`src/rtl/router_pkg.sv`:
```
// Shared constants, helpers and types for the router output synchronizer.
// Holds default channel/address/timeout sizes and the timer-width helper.
package router_pkg;

    localparam int DEF_NUM_CH  = 3;
    localparam int DEF_ADDR_W  = 2;
    localparam int DEF_TIMEOUT = 30;

    // Smallest width w with 2**w >= v (v >= 2).
    function automatic int clog2(input int v);
        int r;
        r = 0;
        for (int i = 0; i < 31; i++) begin
            if ((1 << i) < v) r = i + 1;
        end
        return r;
    endfunction

    typedef logic [DEF_NUM_CH-1:0] ch_mask_t;

endpackage

```
`src/rtl/router_sync_n_if.sv`:
```
// Bus between router FSM / FIFOs / sinks and router_sync_n.
// master: drives detect_add, write_en_reg, data_in, full, empty, read_enb.
// slave : drives write_en, vld_out, soft_reset, fifo_full, addr_err
//         (and to_status when ROUTER_SYNC_TO_STATUS_EN is defined).
interface router_sync_n_if #(
    parameter int NUM_CH = 3,
    parameter int ADDR_W = 2
);
    logic              detect_add;
    logic              write_en_reg;
    logic [ADDR_W-1:0] data_in;
    logic [NUM_CH-1:0] full;
    logic [NUM_CH-1:0] empty;
    logic [NUM_CH-1:0] read_enb;
    logic [NUM_CH-1:0] write_en;
    logic [NUM_CH-1:0] vld_out;
    logic [NUM_CH-1:0] soft_reset;
    logic              fifo_full;
    logic              addr_err;
`ifdef ROUTER_SYNC_TO_STATUS_EN
    logic [NUM_CH-1:0] to_status;
`endif

    modport master (
        output detect_add, write_en_reg, data_in,
        output full, empty, read_enb,
        input  write_en, vld_out, soft_reset,
        input  fifo_full, addr_err
`ifdef ROUTER_SYNC_TO_STATUS_EN
        , input to_status
`endif
    );

    modport slave (
        input  detect_add, write_en_reg, data_in,
        input  full, empty, read_enb,
        output write_en, vld_out, soft_reset,
        output fifo_full, addr_err
`ifdef ROUTER_SYNC_TO_STATUS_EN
        , output to_status
`endif
    );

endinterface

```
`src/rtl/router_sync_timer.sv`:
```
// Per-channel read-timeout timer: one-cycle soft_reset after TIMEOUT unread
// valid cycles. Ports: clk, rst (async low), vld, read_enb, soft_reset, fire.
module router_sync_timer #(
    parameter int TIMEOUT = 30,
    parameter int TMR_W   = 5
) (
    input  logic clk,
    input  logic rst,
    input  logic vld,
    input  logic read_enb,
    output logic soft_reset,
    // Terminal count reached this cycle; soft_reset rises on the next edge.
    output logic fire
);

    localparam logic [TMR_W-1:0] TERM = TMR_W'(TIMEOUT - 1);

    logic [TMR_W-1:0] tmr;

    assign fire = vld && !read_enb && (tmr == TERM);

    always_ff @(posedge clk or negedge rst) begin
        if (!rst) begin
            tmr        <= '0;
            soft_reset <= 1'b0;
        end else begin
            soft_reset <= fire;
            // A read, an empty FIFO or a fired timeout all restart counting.
            if (!vld || read_enb || fire) tmr <= '0;
            else                          tmr <= tmr + 1'b1;
        end
    end

endmodule

```
`src/rtl/router_sync_n.sv`:
```
// N-channel synchronizer between router FSM and its output FIFOs.
// Ports: clk, rst (async low), bus (router_sync_n_if.slave): address latch,
// write steering, fifo_full, vld_out, per-channel timeout soft_reset, addr_err.
// Optional macro ROUTER_SYNC_TO_STATUS_EN adds sticky to_status timeout flags.
module router_sync_n
    import router_pkg::*;
#(
    parameter int NUM_CH  = DEF_NUM_CH,
    parameter int ADDR_W  = DEF_ADDR_W,
    parameter int TIMEOUT = DEF_TIMEOUT,
    parameter int TMR_W   = clog2(DEF_TIMEOUT)
) (
    input  logic clk,
    input  logic rst,
    router_sync_n_if.slave bus
);

    logic [ADDR_W-1:0] addr_q;
    logic              addr_err;
    logic [NUM_CH-1:0] we;
    logic              ff;
    logic [NUM_CH-1:0] vld;
    logic [NUM_CH-1:0] fire;
    logic [NUM_CH-1:0] sr;

    always_ff @(posedge clk or negedge rst) begin
        if (!rst)               addr_q <= '0;
        else if (bus.detect_add) addr_q <= bus.data_in;
    end

    assign addr_err = (int'(addr_q) >= NUM_CH);

    // Steering uses the registered address, so a same-cycle header
    // still writes to the previously selected FIFO.
    always_comb begin
        we = '0;
        ff = 1'b0;
        for (int i = 0; i < NUM_CH; i++) begin
            if (!addr_err && addr_q == ADDR_W'(i)) begin
                we[i] = bus.write_en_reg;
                ff    = bus.full[i];
            end
        end
    end

    assign vld = ~bus.empty;

    for (genvar g = 0; g < NUM_CH; g++) begin : g_tmr
        router_sync_timer #(
            .TIMEOUT (TIMEOUT),
            .TMR_W   (TMR_W)
        ) u_tmr (
            .clk        (clk),
            .rst        (rst),
            .vld        (vld[g]),
            .read_enb   (bus.read_enb[g]),
            .soft_reset (sr[g]),
            .fire       (fire[g])
        );
    end

    assign bus.write_en   = we;
    assign bus.fifo_full  = ff;
    assign bus.addr_err   = addr_err;
    assign bus.vld_out    = vld;
    assign bus.soft_reset = sr;

`ifdef ROUTER_SYNC_TO_STATUS_EN
    logic [NUM_CH-1:0] to_status_q;

    // Set on the edge that raises soft_reset; a new header clears,
    // but a coincident timeout still wins.
    always_ff @(posedge clk or negedge rst) begin
        if (!rst) to_status_q <= '0;
        else      to_status_q <= (bus.detect_add ? '0 : to_status_q) | fire;
    end

    assign bus.to_status = to_status_q;
`else
    logic unused_fire;
    assign unused_fire = ^fire;
`endif

endmodule

```
`src/flat_wrapper.sv`:
```
// flat-port wrapper written by rule: the top's interface ports become plain ports
module router_sync_n_flat import router_pkg::*;
#(
    parameter int NUM_CH  = DEF_NUM_CH,
    parameter int ADDR_W  = DEF_ADDR_W,
    parameter int TIMEOUT = DEF_TIMEOUT,
    parameter int TMR_W   = clog2(DEF_TIMEOUT)
)
  (clk, rst, bus_detect_add, bus_write_en_reg, bus_data_in, bus_full, bus_empty, bus_read_enb, bus_write_en, bus_vld_out, bus_soft_reset, bus_fifo_full, bus_addr_err);
  router_sync_n_if #(.NUM_CH(NUM_CH), .ADDR_W(ADDR_W)) bus_i ();
  input  logic clk;
  input  logic rst;
  input wire logic [$bits(bus_i.detect_add)-1:0] bus_detect_add;
  input wire logic [$bits(bus_i.write_en_reg)-1:0] bus_write_en_reg;
  input wire logic [$bits(bus_i.data_in)-1:0] bus_data_in;
  input wire logic [$bits(bus_i.full)-1:0] bus_full;
  input wire logic [$bits(bus_i.empty)-1:0] bus_empty;
  input wire logic [$bits(bus_i.read_enb)-1:0] bus_read_enb;
  output wire logic [$bits(bus_i.write_en)-1:0] bus_write_en;
  output wire logic [$bits(bus_i.vld_out)-1:0] bus_vld_out;
  output wire logic [$bits(bus_i.soft_reset)-1:0] bus_soft_reset;
  output wire logic [$bits(bus_i.fifo_full)-1:0] bus_fifo_full;
  output wire logic [$bits(bus_i.addr_err)-1:0] bus_addr_err;
  assign bus_i.detect_add = bus_detect_add;
  assign bus_i.write_en_reg = bus_write_en_reg;
  assign bus_i.data_in = bus_data_in;
  assign bus_i.full = bus_full;
  assign bus_i.empty = bus_empty;
  assign bus_i.read_enb = bus_read_enb;
  assign bus_write_en = bus_i.write_en;
  assign bus_vld_out = bus_i.vld_out;
  assign bus_soft_reset = bus_i.soft_reset;
  assign bus_fifo_full = bus_i.fifo_full;
  assign bus_addr_err = bus_i.addr_err;
  router_sync_n #(.NUM_CH(NUM_CH), .ADDR_W(ADDR_W), .TIMEOUT(TIMEOUT), .TMR_W(TMR_W)) u_core (.clk(clk), .rst(rst), .bus(bus_i));
endmodule
```
`config.mk`:
```
export PLATFORM = sky130hd
export DESIGN_NAME = router_sync_n_flat
export DESIGN_NICKNAME = d
export VERILOG_FILES = /design/src/rtl/router_pkg.sv /design/src/rtl/router_sync_n_if.sv /design/src/rtl/router_sync_timer.sv /design/src/rtl/router_sync_n.sv /design/src/flat_wrapper.sv
export SDC_FILE = /design/constraint.sdc
export NUM_CORES = 1
export LEC_CHECK = 0
export CELL_PAD_IN_SITES_DETAIL_PLACEMENT = 2
export CELL_PAD_IN_SITES_GLOBAL_PLACEMENT = 2
export CORE_UTILIZATION = 28
export CTS_CLUSTER_DIAMETER = 100
export DETAILED_ROUTE_END_ITERATION = 10
export MAX_ROUTING_LAYER = met4
export PLACE_DENSITY_LB_ADDON = 0.15
export SLEW_MARGIN = 20
export SYNTH_ARGS = -nofsm -noshare
export SYNTH_HDL_FRONTEND = slang
export SYNTH_HIERARCHICAL = 1
export SYNTH_SLANG_ARGS = --single-unit
```
`constraint.sdc`:
```
create_clock -name clk -period 1.3 [get_ports clk]
set_input_delay 0.26 -clock clk [delete_from_list [all_inputs] [get_ports clk]]
set_output_delay 0.26 -clock clk [all_outputs]
set_load 0.03 [all_outputs]
```
==> results.yml, run 1 <==
synth:
  synth_cell_types: 16
  syn-instance-count: 81
  netlist_area_sq_um: 902.1
  synth-edff-count: 0
  ys_async_sr_fraction: 1.000
  ys_seq_area_frac: 0.5548
  synth_commonest_cells: "20 x dfrtp_1, 16 x nor2_1"
  yosysWarnings: 6
  yosysTopAreaCellShare: 0.5548
  post_synth.cell_area_avg_sq_um: 11.14
  ys_ff_latch: 20
  ys.flop_type: "dfrtp_1"
  syn-num-nets: 102
  synth_area_leaders: "dfrtp_1 55%, ha_1 8.3%, nor2_1 6.7%"
  synth_top_cell_by_area: "dfrtp_1"
  yosysMostFrequentCell: "dfrtp_1"
floorplanning:
  ios: 26
  die_h_microns: 58.76
  core_sq_um: 3053
  die_area_sq_um: 3453
  rows: 20
  die_w_microns: 58.76
  initial_utilization: 0.2955
min_path:
  hold_path_class: "in2async"
route:
  viasPerCell: 4.430
  wirelength_mm: 2.051
  routedWlPerCell_microns: 12.98
  dr_total_vias: 700
  drt_first_pass_iters: 2
  drt_iter0_markers: 10
  ant_nets: 0
  drc_errors: 0
clocking:
  clkSinkCount: 20
  path_clk_slew_ps: 110
  cts_tree: "done"
  clkLatencyLatePin_ps: 290
  clock_path_buffers: 2
  cts_max_level: 1
  cts_made_buffers: 3
  cts_root_buf: "clkbuf_4"
power_and_ir_drop:
  comb_power_share: 0.173
  p_sw_frac: 0.2622
  p_clk_frac: 0.254
  p_leak_nw: 0.5794
  p_int_w: 0.0008476
  power.density_nw_per_um2: 906.4
  peakVddDrop_v: 0.0003111
  p_sw_w: 0.0003012
  pwr-share-seq: 0.574
setup_path:
  critical_path_class: "reg2out"
  crit_path_end_kind: "primary output"
  required_ps: 1040
  worst_setup_path_start_kind: "flop"
  cp.arrival_ps: 1190
  cp_max_fo: 7
layout:
  drive_gt1_frac: 0.2018
  fillers: 331
  area_delta_synth_final_pct: 40.50
  num_antenna_cells: 0
  final_util: 0.4152
  final_nets: 137
sta:
  grt_setup_unrepaired: "yes"
  whs_ps: 299.0
  fin_crit_sh: 1.116
  hold_viol: 0
  fin_tns_setup_ps: -458.3
  worstMarginPinSlew_ps: 293.7
  setup-violations-final: 5
  layout_setup_ws_ps: -150.9
  maxSlewViolCount: 0
  period_needed_ps: 1451
  fin_skew_ps: 0.7716
  slew_headroom: 0.8049
  fmax_mhz: 689.2
placement:
  portBuffers: 25
  gp_congestion: 0.6776
  hpwl_mm: 1.508
grt:
  grt_usage: 0.1375
  grt_pass1_vias: 778
  grt_pass1_wl_mm: 3.415
  antenna_found_initial: 0
  grt_overflow: 0
  grt_max_degree: 21
outcome:
  violations: "negative setup slack"
  status: "complete, but fails checks"
job:
  max_cap_viol_count: 0
[state kept, by name (all words and copies together), names as in the netlist]
name,count
u_core/addr_q,2
u_core/g_tmr.u_tmr/tmr,15
u_core/g_tmr.u_tmr/soft_reset,3
[metrics by stage]
step | cell area [sq um] | cells | setup WS, ps | power (W)
global route | 1267 | 158 | -224.1 | 0.001201
global placement | 1200 | 151 | -24.36 | 0.0008436
finish | 1267 | 158 | -150.9 | 0.001149
detailed placement | 1200 | 151 | -70.60 | 0.0008522
CTS | 1229 | 154 | -173.3 | 0.001153
floorplan | 907.1 | 81 | 39.23 | 0.0007468
[cell type report]
| type | count | area (sq um) | area share |
|---|---|---|---|
| inverter | 6 | 22.52 | 0.01777 |
| multi-input combinational | 55 | 391.6 | 0.3090 |
| clock buffer | 3 | 22.52 | 0.01777 |
| timing repair buffer | 30 | 272.8 | 0.2152 |
| sequential | 20 | 503.0 | 0.3968 |
| tap | 44 | 55.05 | 0.04344 |
[cells by family (layout without fill, tap and decap cells)]
group,count (synthesis),in the layout,share of synthesized area
XOR/XNOR,9,9,0.08738
AO/OA/AOI/OAI,1,1,0.005543
multiplexers,3,3,0.03606
adder cells (fa/ha/maj),6,6,0.08322
buffers and inverters,6,39,0.02496
flip-flops,20,20,0.5548
AND/OR/NAND/NOR,36,36,0.2081
[metal layers]
| metal | up-vias | part of all wire | GRT usage |
|---|---|---|---|
| met5 | - | 0 | - |
| met4 | 0 | 0.0039 | 0.04082 |
| met3 | 2 | 0.038 | 0.02857 |
| met2 | 10 | 0.61 | 0.2711 |
| met1 | 354 | 0.35 | 0.1314 |
| li1 | 334 | - | - |
[timing repair]
item                       4_1_cts  5_1_grt
hold buffers                     0        0
setup endpoints to repair        8       12
pin swaps                        3        7
gates resized for setup          9        7
setup buffers                    0        4
[final timing paths]
path                                                             start                                          to  slack (ps)  cells after the start
min in group clk                u_core/g_tmr[1].u_tmr/tmr[0]$_DFF_PN0_      u_core/g_tmr[1].u_tmr/tmr[0]$_DFF_PN0_         500                      1
worst min-delay path                                               rst  u_core/g_tmr[2].u_tmr/soft_reset$_DFF_PN0_         300                      2
worst max-delay path                      u_core/addr_q[0]$_DFFE_PN0P_                               bus_fifo_full        -150                      3
worst max register to register  u_core/g_tmr[2].u_tmr/tmr[1]$_DFF_PN0_      u_core/g_tmr[2].u_tmr/tmr[2]$_DFF_PN0_          80                      5
max in group asynchronous                                          rst                u_core/addr_q[0]$_DFFE_PN0P_         780                      2
worst min register to register  u_core/g_tmr[1].u_tmr/tmr[0]$_DFF_PN0_      u_core/g_tmr[1].u_tmr/tmr[0]$_DFF_PN0_         500                      1
[worst max-delay path, cell delays in order (launching register included)]
cell and delay (ps):
dfrtp_2 470, mux2i_1 140, o21ai_1 120, buf_4 170
[cell usage in the layout, fill, tap and decap left out, types with 2 or more instances in the layout]
cell type and n:
xnor2_1 3, clkbuf_4 3, nor3b_1 3, nand3_1 6, clkdlybuf4s15_1 2, dfrtp_2 2
xor2_1 6, mux2_1 2, nand3b_1 4, ha_1 5, inv_1 6, clkdlybuf4s50_1 13
buf_4 10, dfrtp_1 18, buf_6 3, nand4_1 3, nor2_1 15
[power by group through the flow]
stage,registers [W],logic [W],clock network [W]
CTS,0.000660,0.000186,0.000307
floorplan,0.000664,0.0000825,0
global placement,0.000669,0.000174,0
global route,0.000664,0.000218,0.000319
finish,0.000659,0.000198,0.000291
detailed placement,0.000670,0.000182,0
No activity file was read; power rests on OpenSTA's default activity.
==> inputs of run 2 (changes only) <==
clock period = 1.4 ns   (was 1.3 ns; I/O delays follow)
==> run 2 against run 1 <==
Compared with the run above: the run still ends with negative setup slack left; critical endpoint unchanged; highest routed layer unchanged; non-clock buffer count is 3 lower; cell count is 1.3% lower; sequential power is 7.1% lower; design area is 0.59% higher; global-route usage is 0.19 points lower; largest power group unchanged; critical path type unchanged; critical path depth stayed put; total power is 9.4% higher; sequential share of layout area is 0.23 points lower; worst setup slack better by 73 ps; hold slack better by 2.3 ps; largest cell class unchanged.
==> results.yml, run 2 (same netlist as run 1, synthesis figures left out) <==
outcome:
  status: "complete, but fails checks"
  violations: "negative setup slack"
route:
  ant_nets: 0
  wirelength_mm: 1.902
  drt_first_pass_iters: 3
  viasPerCell: 4.378
  routedWlPerCell_microns: 12.19
  dr_total_vias: 683
  drt_iter0_markers: 18
  drc_errors: 0
setup_path:
  cp_max_fo: 7
  worstPathCellList: "mux2i_1 > o21ai_1 > buf_4"
  worst_setup_path_start_kind: "flop"
  slowest_stage: "dfrtp_2"
  critical_path_class: "reg2out"
  critPathBufInv: 1
  cp.arrival_ps: 1200
  cp_top_family: "flip-flops"
  slowest_delay_ps: 470
  required_ps: 1120
  crit_path_end_kind: "primary output"
sta:
  fin_crit_sh: 1.056
  period_needed_ps: 1478
  hold_viol: 0
  fin_skew_ps: 11.84
  setup-violations-final: 4
  fmax_mhz: 676.7
  worstMarginPinSlew_ps: 301.7
  slew_headroom: 0.7997
  grt_setup_unrepaired: "yes"
  layout_setup_ws_ps: -77.72
  maxSlewViolCount: 0
grt:
  grt_usage: 0.1356
  grt_pass1_wl_mm: 3.284
  grt_max_degree: 21
  antenna_found_initial: 0
  grt_pass1_vias: 727
  grt_overflow: 0
floorplanning:
  die_area_sq_um: 3453
  die_h_microns: 58.76
  core_sq_um: 3053
  initial_utilization: 0.2955
  die_w_microns: 58.76
  ios: 26
  rows: 20
layout:
  fillers: 341
  num_antenna_cells: 0
  drive_gt1_frac: 0.1696
  multi_input_area_sq_um: 389.1
  largest_register: "u_core/g_tmr.u_tmr/tmr"
  final_nets: 134
  regArea_sq_um: 503.0
  final_common_cell: "dfrtp_1"
  final_cells: 156
  reg_top3: "u_core/g_tmr.u_tmr/tmr x15, u_core/g_tmr.u_tmr/soft_reset x3, u_core/addr_q x2"
  largest_register_ffs: 15
  area_delta_synth_final_pct: 41.33
  final_cell_mix: "18 x dfrtp_1, 15 x nor2_1, 14 x clkdlybuf4s50_1, 7 x buf_4"
power_and_ir_drop:
  peakVddDrop_v: 0.0005911
  p_leak_nw: 0.5895
  power.density_nw_per_um2: 985.7
clocking:
  clock_path_buffers: 2
  path_clk_slew_ps: 120
  clkLatencyLatePin_ps: 300
  cts_made_buffers: 3
  cts_hold_buf: 0
  cts_root_buf: "clkbuf_4"
  cts_max_level: 1
  clkSinkCount: 20
  cts_tree: "done"
placement:
  numPlacedInstances: 151
  portBuffers: 25
  dp_slack_ps: -13.25
  gp_congestion: 0.7143
  hpwl_mm: 1.435
job:
  max_cap_viol_count: 0
min_path:
  hold_path_class: "in2async"
run 2: changes by cell type in the layout (fill, tap and decap cells not counted):
cell,previous run,this run
buf_4,10,7
clkdlybuf4s15_1,2,0
dlygate4sd2_1,1,3
bufinv_16,0,1
clkbuf_2,1,0
clkdlybuf4s50_1,13,14
ha_1,5,6
ha_2,1,0
run 2: layout make-up:
type                       instances  share of cell area
clock buffer                       3             0.01766
inverter                           6             0.01766
tap                               44             0.04318
timing repair buffer              27              0.1982
clock inverter                     1             0.02355
sequential                        20              0.3945
multi-input combinational         55              0.3052
run 2: worst paths after layout:
check,endpoint,cells past startpoint,slack [ps],startpoint
worst max-delay path,bus_fifo_full,3,-80,u_core/addr_q[0]$_DFFE_PN0P_
worst min-delay path,u_core/g_tmr[2].u_tmr/soft_reset$_DFF_PN0_,2,300,rst
worst max register to register,u_core/g_tmr[2].u_tmr/tmr[4]$_DFF_PN0_,4,200,u_core/g_tmr[2].u_tmr/tmr[0]$_DFF_PN0_
worst min register to register,u_core/g_tmr[0].u_tmr/tmr[0]$_DFF_PN0_,1,510,u_core/g_tmr[0].u_tmr/tmr[0]$_DFF_PN0_
max in group asynchronous,u_core/addr_q[1]$_DFFE_PN0P_,2,880,rst
min in group clk,u_core/g_tmr[0].u_tmr/tmr[0]$_DFF_PN0_,1,510,u_core/g_tmr[0].u_tmr/tmr[0]$_DFF_PN0_
run 2: metrics by stage:
step / hold WS, ps / utilization / cell area (sq um) / total power [W] / TNS (ps)
3_5_place_dp: 494.4 / 0.3930 / 1200 / 0.0007900 / -13.25
2_1_floorplan: -15.59 / - / 907.1 / 0.0006935 / 0
3_3_place_gp: 486.8 / 0.3930 / 1200 / 0.0007833 / 0
6_report: 301.2 / 0.4176 / 1275 / 0.001257 / -221.1
5_1_grt: 296.9 / 0.4176 / 1275 / 0.001327 / -573.2
4_1_cts: 298.2 / 0.4123 / 1259 / 0.001275 / -257.4
run 2: metal layers:
layer  vias to the layer above  wire length, microns  part of all wire  global-route usage
li1                        329                     -                 -                   -
met1                       338                   750              0.39              0.1330
met2                        14                  1050              0.55              0.2468
met3                         2                    86             0.045             0.05055
met4                         0                    15            0.0079             0.04082
met5                         -                     0                 0                   -
run 2: worst reg2reg max path, stage by stage (launching register included):
cell	delay [ps]
dfrtp_1	440
ha_1	210
nand4_1	120
nand3b_1	210
nor2_1	170
run 2: repair_timing:
action,in CTS,in global routing
endpoints found under the setup margin,8,5
gates resized for setup,7,3
buffers inserted,0,1
pin swaps,3,2
run 2: power by group:
group          total (W)  switching [W]  internal [W]  leakage, nW
Clock           0.000468       0.000179      0.000289       0.0279
Sequential      0.000612      0.0000197      0.000592        0.270
Combinational   0.000176      0.0000867     0.0000897        0.292
